--- src/rtl/amadeus_comp_pkg.sv ---
// Shared definitions for the output-map compressor/decompressor pair:
// word layout, unit geometry and the decoder state encoding.
package amadeus_comp_pkg;

   localparam int WORD_W         = 64;
   localparam int UNITS_PER_WORD = 5;
   localparam int UNIT_W         = 12;
   localparam int RUN_W          = 4;
   localparam int VAL_W          = 8;
   localparam int EOM_BIT        = 63;
   localparam int NUM_MSB        = 62;
   localparam int NUM_LSB        = 60;
   localparam int NUM_W          = 3;
   localparam int LANES          = 16;
   localparam int LANE_CNT_W     = 5;

   typedef enum logic [1:0] {
      ST_IDLE,
      ST_FETCH,
      ST_DECODE,
      ST_DRAIN
   } dec_state_t;

   // Unit idx sits at bits [12*idx+11 : 12*idx]; indices past the last unit read as zero.
   function automatic logic [UNIT_W-1:0] word_unit(input logic [WORD_W-1:0] word,
                                                   input logic [NUM_W-1:0]  idx);
      logic [UNIT_W-1:0] u;
      case (idx)
         3'd0:    u = word[0*UNIT_W +: UNIT_W];
         3'd1:    u = word[1*UNIT_W +: UNIT_W];
         3'd2:    u = word[2*UNIT_W +: UNIT_W];
         3'd3:    u = word[3*UNIT_W +: UNIT_W];
         3'd4:    u = word[4*UNIT_W +: UNIT_W];
         default: u = '0;
      endcase
      return u;
   endfunction

endpackage

--- src/rtl/decomp_byte_buffer.sv ---
// Circular byte FIFO with up-to-16-byte push and pop per cycle; the 16 oldest
// bytes are presented combinationally, lanes past the fill level read zero.
module decomp_byte_buffer
   import amadeus_comp_pkg::*;
#(
   parameter int DEPTH = 32
) (
   input  logic                            clk,
   input  logic                            rst,
   input  logic [LANE_CNT_W-1:0]           push_num,
   input  logic [LANES-1:0][VAL_W-1:0]     push_data,
   input  logic [LANE_CNT_W-1:0]           pop_num,
   output logic [LANES-1:0][VAL_W-1:0]     head_data,
   output logic [LANE_CNT_W-1:0]           head_num,
   output logic [$clog2(DEPTH):0]          count
);
   localparam int AW    = $clog2(DEPTH);
   localparam int CNT_W = AW + 1;

   logic [VAL_W-1:0]            mem_reg [DEPTH];
   logic [AW-1:0]               wr_ptr_reg;
   logic [AW-1:0]               rd_ptr_reg;
   logic [CNT_W-1:0]            count_reg;
   logic [LANE_CNT_W-1:0]       pop_eff;
   logic [DEPTH-1:0][AW-1:0]    wr_off;

   assign count    = count_reg;
   assign head_num = (count_reg >= CNT_W'(LANES)) ? LANE_CNT_W'(LANES) : LANE_CNT_W'(count_reg);
   assign pop_eff  = (pop_num > head_num) ? head_num : pop_num;

   always_ff @(posedge clk) begin
      if (rst) begin
         wr_ptr_reg <= '0;
         rd_ptr_reg <= '0;
         count_reg  <= '0;
      end else begin
         wr_ptr_reg <= wr_ptr_reg + AW'(push_num);
         rd_ptr_reg <= rd_ptr_reg + AW'(pop_eff);
         count_reg  <= count_reg + CNT_W'(push_num) - CNT_W'(pop_eff);
      end
   end

   // Each entry knows its distance from the write pointer, so it can pick its own push lane.
   for (genvar gi = 0; gi < DEPTH; gi++) begin : g_off
      assign wr_off[gi] = AW'(gi) - wr_ptr_reg;
   end

   always_ff @(posedge clk) begin
      for (int i = 0; i < DEPTH; i++) begin
         if (CNT_W'(wr_off[i]) < CNT_W'(push_num)) begin
            mem_reg[i] <= push_data[wr_off[i][3:0]];
         end
      end
   end

   for (genvar gi = 0; gi < LANES; gi++) begin : g_lane
      logic [AW-1:0] rd_idx;
      assign rd_idx        = rd_ptr_reg + AW'(gi);
      assign head_data[gi] = (LANE_CNT_W'(gi) < head_num) ? mem_reg[rd_idx] : '0;
   end

endmodule

--- src/rtl/outmap_decompressor.sv ---
// Expands run-length coded 64-bit words into a byte stream for the output map.
// Define DECOMP_FMT_CHECK_EN to flag malformed unit counts on err.
module outmap_decompressor
   import amadeus_comp_pkg::*;
#(
   parameter int BUF_DEPTH = 32
) (
   input  logic                            clk,
   input  logic                            rst,
   input  logic                            start,
   output logic                            mem_req,
   input  logic                            mem_valid,
   input  logic [WORD_W-1:0]               mem_data,
   output logic [LANES-1:0][VAL_W-1:0]     outmap_data,
   output logic [LANE_CNT_W-1:0]           outmap_data_valid_num,
   input  logic [LANE_CNT_W-1:0]           taken_num,
   output logic                            done,
   output logic                            err
);
   localparam int CNT_W = $clog2(BUF_DEPTH) + 1;

   dec_state_t                    state_reg, state_next;
   logic [WORD_W-1:0]             word_reg;
   logic [NUM_W-1:0]              unit_idx_reg;
   logic [CNT_W-1:0]              count;
   logic [NUM_W-1:0]              num_raw, num_eff;
   logic                          eom, fmt_bad, last_unit, space_ok, unit_fire;
   logic [UNIT_W-1:0]             unit_cur;
   logic [RUN_W-1:0]              run_len;
   logic [VAL_W-1:0]              unit_val;
   logic [LANE_CNT_W-1:0]         run_plus1;
   logic [LANE_CNT_W-1:0]         push_num;
   logic [LANES-1:0][VAL_W-1:0]   push_data;

   assign eom     = word_reg[EOM_BIT];
   assign num_raw = word_reg[NUM_MSB:NUM_LSB];

`ifdef DECOMP_FMT_CHECK_EN
   logic err_reg;
   assign fmt_bad = (num_raw == '0) || (num_raw > NUM_W'(UNITS_PER_WORD));
   assign num_eff = num_raw;
   assign err     = err_reg;

   always_ff @(posedge clk) begin
      if (rst) begin
         err_reg <= 1'b0;
      end else if (state_reg == ST_DECODE && fmt_bad) begin
         err_reg <= 1'b1;
      end
   end
`else
   assign fmt_bad = 1'b0;
   assign num_eff = (num_raw > NUM_W'(UNITS_PER_WORD)) ? NUM_W'(UNITS_PER_WORD) : num_raw;
   assign err     = 1'b0;
`endif

   assign unit_cur  = word_unit(word_reg, unit_idx_reg);
   assign run_len   = unit_cur[UNIT_W-1 -: RUN_W];
   assign unit_val  = unit_cur[VAL_W-1:0];
   assign run_plus1 = {1'b0, run_len} + LANE_CNT_W'(1);
   // Space is judged on the fill level before this cycle's pop, so pop never feeds push.
   assign space_ok  = (CNT_W'(BUF_DEPTH) - count) >= CNT_W'(run_plus1);
   assign last_unit = (unit_idx_reg == num_eff - NUM_W'(1));
   assign unit_fire = (state_reg == ST_DECODE) && !fmt_bad && (num_eff != '0) && space_ok;

   always_ff @(posedge clk) begin
      if (rst) begin
         state_reg <= ST_IDLE;
      end else begin
         state_reg <= state_next;
      end
   end

   always_comb begin
      state_next = state_reg;
      case (state_reg)
         ST_IDLE:   if (start) state_next = ST_FETCH;
         ST_FETCH:  if (mem_valid) state_next = ST_DECODE;
         ST_DECODE: begin
            if (fmt_bad) begin
               state_next = ST_DRAIN;
            end else if (num_eff == '0 || (space_ok && last_unit)) begin
               state_next = eom ? ST_DRAIN : ST_FETCH;
            end
         end
         ST_DRAIN:  if (count == '0) state_next = ST_IDLE;
         default:   state_next = ST_IDLE;
      endcase
   end

   always_comb begin
      mem_req  = 1'b0;
      done     = 1'b0;
      push_num = '0;
      case (state_reg)
         ST_FETCH:  mem_req = 1'b1;
         ST_DECODE: if (unit_fire) push_num = run_plus1;
         ST_DRAIN:  done = (count == '0);
         default:   ;
      endcase
   end

   // A unit becomes R zero lanes followed by its value in lane R.
   for (genvar gi = 0; gi < LANES; gi++) begin : g_push
      assign push_data[gi] = (RUN_W'(gi) == run_len) ? unit_val : '0;
   end

   always_ff @(posedge clk) begin
      if (rst) begin
         word_reg     <= '0;
         unit_idx_reg <= '0;
      end else if (state_reg == ST_FETCH && mem_valid) begin
         word_reg     <= mem_data;
         unit_idx_reg <= '0;
      end else if (unit_fire) begin
         unit_idx_reg <= unit_idx_reg + NUM_W'(1);
      end
   end

   decomp_byte_buffer #(
      .DEPTH(BUF_DEPTH)
   ) u_buf (
      .clk       (clk),
      .rst       (rst),
      .push_num  (push_num),
      .push_data (push_data),
      .pop_num   (taken_num),
      .head_data (outmap_data),
      .head_num  (outmap_data_valid_num),
      .count     (count)
   );

endmodule

--- config.mk ---
export PLATFORM = sky130hd
export DESIGN_NAME = outmap_decompressor
export DESIGN_NICKNAME = d
export VERILOG_FILES = /design/src/rtl/amadeus_comp_pkg.sv /design/src/rtl/decomp_byte_buffer.sv /design/src/rtl/outmap_decompressor.sv
export SDC_FILE = /design/constraint.sdc
export NUM_CORES = 2
export LEC_CHECK = 0
export ABC_AREA = 1
export BUFFER_PORTS_ARGS = -buffer_cell sky130_fd_sc_hd__buf_2
export CORE_ASPECT_RATIO = 1.25
export CORE_MARGIN = 2
export CORE_UTILIZATION = 27
export CTS_BUF_LIST = sky130_fd_sc_hd__clkbuf_16
export DETAILED_ROUTE_END_ITERATION = 6
export PLACE_DENSITY_LB_ADDON = 0.05
export SLEW_MARGIN = 20
export SYNTH_ARGS = -nofsm -noshare
export SYNTH_HDL_FRONTEND = slang
export SYNTH_HIERARCHICAL = 1
export SYNTH_SLANG_ARGS = --single-unit
--- constraint.sdc ---
create_clock -name clk -period 6.3 [get_ports clk]
set_input_delay 0.945 -clock clk [delete_from_list [all_inputs] [get_ports clk]]
set_output_delay 0.945 -clock clk [all_outputs]
set_load 0.01 [all_outputs]
==> metrics.md <==
| Metric | Value |
|---|---|
| Top_reg_cell synth | `edfxtp_1` |
| Post-Synth XOR/XNOR Area | `1.09%` |
| Post-Route Skew | `48.1 ps` |
| Routed WL per cell | `33.9 um` |
| Via count | `41131` |
| Top cells by count, synth | `nand2_1, nand3_1, nor2_1, o21ai_0, edfxtp_1` |
| Synth top area cells | `edfxtp_1, nand3_1, nand2_1, dfxtp_1, ha_1` |
| Starting Density | `27.2%` |
| DIE HEIGHT | `401 um` |
| Worst Slack Setup Final | `632 ps` |
| Final net count | `5725` |
| Later-pin clock latency in the skew report | `620 ps` |
| CP arrival | `5920 ps` |
| Vias in the first global route | `38271` |
| Clock Sinks | `341` |
| Main combinational cell family by area after synthesis | `simple AND/OR/NAND/NOR gates` |
| Reg clk slew, reported paths | `60 ps` |
| Final Hold Fails | `0` |
| CTS Buf Count | `39` |
| Synth Net Count | `5710` |
| Hold WS | `465 ps` |
| GRT Total Usage | `36.8%` |
| Max FFs per register | `256` |
| Post-synthesis compound-gate area fraction | `9.65%` |
| Cells after Synth | `5512` |
| Grt total ovfl | `0` |
| Max Fclk | `176 MHz` |
| CTS resizes | `0` |
| Ports | `209` |
| CP Launch Point | `unit_idx_reg[0]$_SDFFE_PP0P_` |
| Worst-Margin Slew | `1200 ps` |
| Failing checks | `DRC` |
| Most common cell in the synthesized netlist | `nand2_1` |
| CTS tree | `built` |
| Non-filler cells, final | `7189` |
| Worst path most repeated cell | `nand2_1` |
| Area grow syn2layout | `12.1%` |
| Hold_buf cts | `0` |
| Total negative slack | `0 ps` |
| Core outline area | `125000 um2` |
| Min-delay src | `word_reg[3]$_SDFFE_PP0P_` |
| Inst Count DP | `7103` |
| DR DRC count | `3` |
| Netlist cell types | `50` |
| Post-synth EDFFs | `256` |
| Area leader, netlist | `edfxtp_1` |
| Syn. warnings | `6` |
| # Post-CTS Setup Buffers | `0` |
| Fraction of registers with async set/reset | `0%` |
| Final worst-path cycle share | `90.0%` |
| Crit-path slowest cell | `a21oi_1` |
| Final core occ | `30.5%` |
| CTS root buffer | `clkbuf_16` |
| Final Slew Violations | `0` |
| GP Congestion | `1.10` |
| Worst Setup Start Kind | `flop` |
| Post-synth design cell area | `34100 um2` |
| First-pass GRT wire length | `324000 um` |
| Post-Synth Adder-Cell Area | `4.74%` |
| Outcome | `complete, but fails checks` |
| Crit Path Max Fanout | `13` |
| Bufs and invs on worst path | `3` |
| Routed wire length | `244000 um` |
| Largest net degree at the start of global routing | `138` |
| Pleak | `17.4 nW` |
| Maxcap violations | `0` |
| Setup violators final | `0` |
| Area of the die | `129000 um2` |
| DR iter-0 viols | `5062` |
| Critical setup path kind | `reg -> reg` |
| Cells along the critical path | `inv_1, ha_1, nand2_2, o22ai_1, nor2_1, nand2_1, ha_1, xnor2_1, ha_1, nand2_1, inv_1, nand2_1, nand2_1, nand2_1, nand2_1, nand2_1, nor2_1, inv_1, ha_1, nand2_1, nor2_1, a211oi_1, o21bai_1, a21oi_1` |
| DIE WIDTH | `322 um` |
| Worst vdd ir | `0.000646 V` |
| HPWL Detailed | `196000 um` |
| Cell Pwr Density | `666 nW/um2` |
| Router iterations before antenna repair | `7` |
| Synth Register Bits | `341` |
| Initial antenna violation count | `14` |
| Synth top area share | `22.6%` |
| Top delay family on crit path | `adder cells` |
| WP data required | `6550 ps` |
| Pre-CTS setup slack | `621 ps` |
| RSZ-0062 raised after global routing | `false` |
| Routed vias/inst | `5.72` |
| Seq/Total Area, Yosys | `27.6%` |
| H-tree depth | `2` |
| Slew headroom | `19.7%` |
| Slowest stage delay, CP | `680 ps` |
| Share of layout cells above drive strength 1 | `9.61%` |
| Syn Area/Cell | `6.18 um2` |
| Tmin final | `5670 ps` |
| R2r startpoint | `unit_idx_reg[0]$_SDFFE_PP0P_` |
| Tightest Hold Check Type | `reg -> reg` |
| ANT nets after route | `0` |
| CTS max path bufs | `3` |
| Simple-gate share of the synthesized area | `47.7%` |
| IO buf count | `207` |
| Mux contribution to synthesized area | `2.82%` |
| # rows | `145` |
| Crit end category | `flop` |
## metrics by stage
step	area [um2]	total power, mW
finish	38200	25.4
floorplan	34100	14.1
CTS	38100	24.8
global placement	36800	22.5
global route	38200	26.7
detailed placement	36800	22.4
## cell families after synthesis
| group | Yosys count |
|---|---|
| AOI/OAI and AO/OA | 599 |
| buffers and inverters | 551 |
| other | 1 |
| muxes | 96 |
| xor gates and xnor gates | 37 |
| adders and majority gates | 125 |
| and+or+nand+nor | 3762 |
| DFF | 341 |
## worst register-to-register path: stages (launching register included)
cell and delay (ps):
dfxtp_1 340, inv_1 140, ha_1 500, nand2_2 230, o22ai_1 210, nor2_1 60
nand2_1 160, ha_1 350, xnor2_1 160, ha_1 300, nand2_1 40, inv_1 40
nand2_1 40, nand2_1 50, nand2_1 40, nand2_1 100, nand2_1 220, nor2_1 340
inv_1 270, ha_1 450, nand2_1 110, nor2_1 40, a211oi_1 290, o21bai_1 130
a21oi_1 680
## per-layer routing
metal,vias up,GRT usage (%),share of wire (%)
met2,1968,60.4,46
li1,18740,-,-
met1,19773,41.4,37
met5,-,0,0.018
met3,644,6.23,6.3
met4,6,31.5,11
## final cells by class
| cell class | instances | area (um2) |
|---|---|---|
| fillers | 14166 | 87000 |
| multi-input cells | 4620 | 22600 |
| flip-flops and latches | 341 | 9400 |
| well taps | 1617 | 2020 |
| repair buffers | 326 | 2020 |
| clock buffers | 40 | 1000 |
| inverters | 199 | 766 |
| clock inverters | 32 | 297 |
| diodes | 14 | 35.0 |
## power breakdown
part | internal [mW] | switching [mW] | leakage (nW) | total, mW
clock network | 1.30 | 1.02 | 0.673 | 2.33
registers | 2.86 | 0.454 | 3.06 | 3.32
logic | 5.10 | 14.7 | 13.7 | 19.8
## final timing paths
kind	slack, ps	endpoint	cells past startpoint
worst min-delay path	460	word_reg[3]$_SDFFE_PP0P_	2
worst max register to register	630	u_buf/mem_reg[7][5]$_DFFE_PN_	24
worst max-delay path	630	u_buf/mem_reg[7][5]$_DFFE_PN_	24
worst min register to register	460	word_reg[3]$_SDFFE_PP0P_	2
## placed cells by master (no fill, tap or decap), types with 7 or more instances in the layout
cell | synthesis | layout
buf_4 | 4 | 112
inv_1 | 167 | 175
xor2_1 | 27 | 18
mux2i_1 | 96 | 96
nand2_1 | 1794 | 1792
or2_2 | 55 | 55
a21oi_1 | 191 | 191
o211ai_1 | 23 | 23
nor2_1 | 375 | 369
xor2_2 | 3 | 11
o21a_1 | 12 | 12
clkbuf_16 | 0 | 40
o22ai_1 | 10 | 10
buf_12 | 0 | 7
o21ai_0 | 294 | 294
nand3_1 | 1503 | 1503
fa_1 | 7 | 7
diode_2 | 0 | 14
dfxtp_1 | 85 | 79
edfxtp_1 | 256 | 256
clkinv_1 | 11 | 14
inv_2 | 18 | 18
o21bai_1 | 18 | 18
nor2_2 | 6 | 12
buf_2 | 62 | 207
o21ai_1 | 25 | 22
nand2_2 | 17 | 19
ha_1 | 118 | 116
Note: power is estimated with default switching activity, not from simulation.
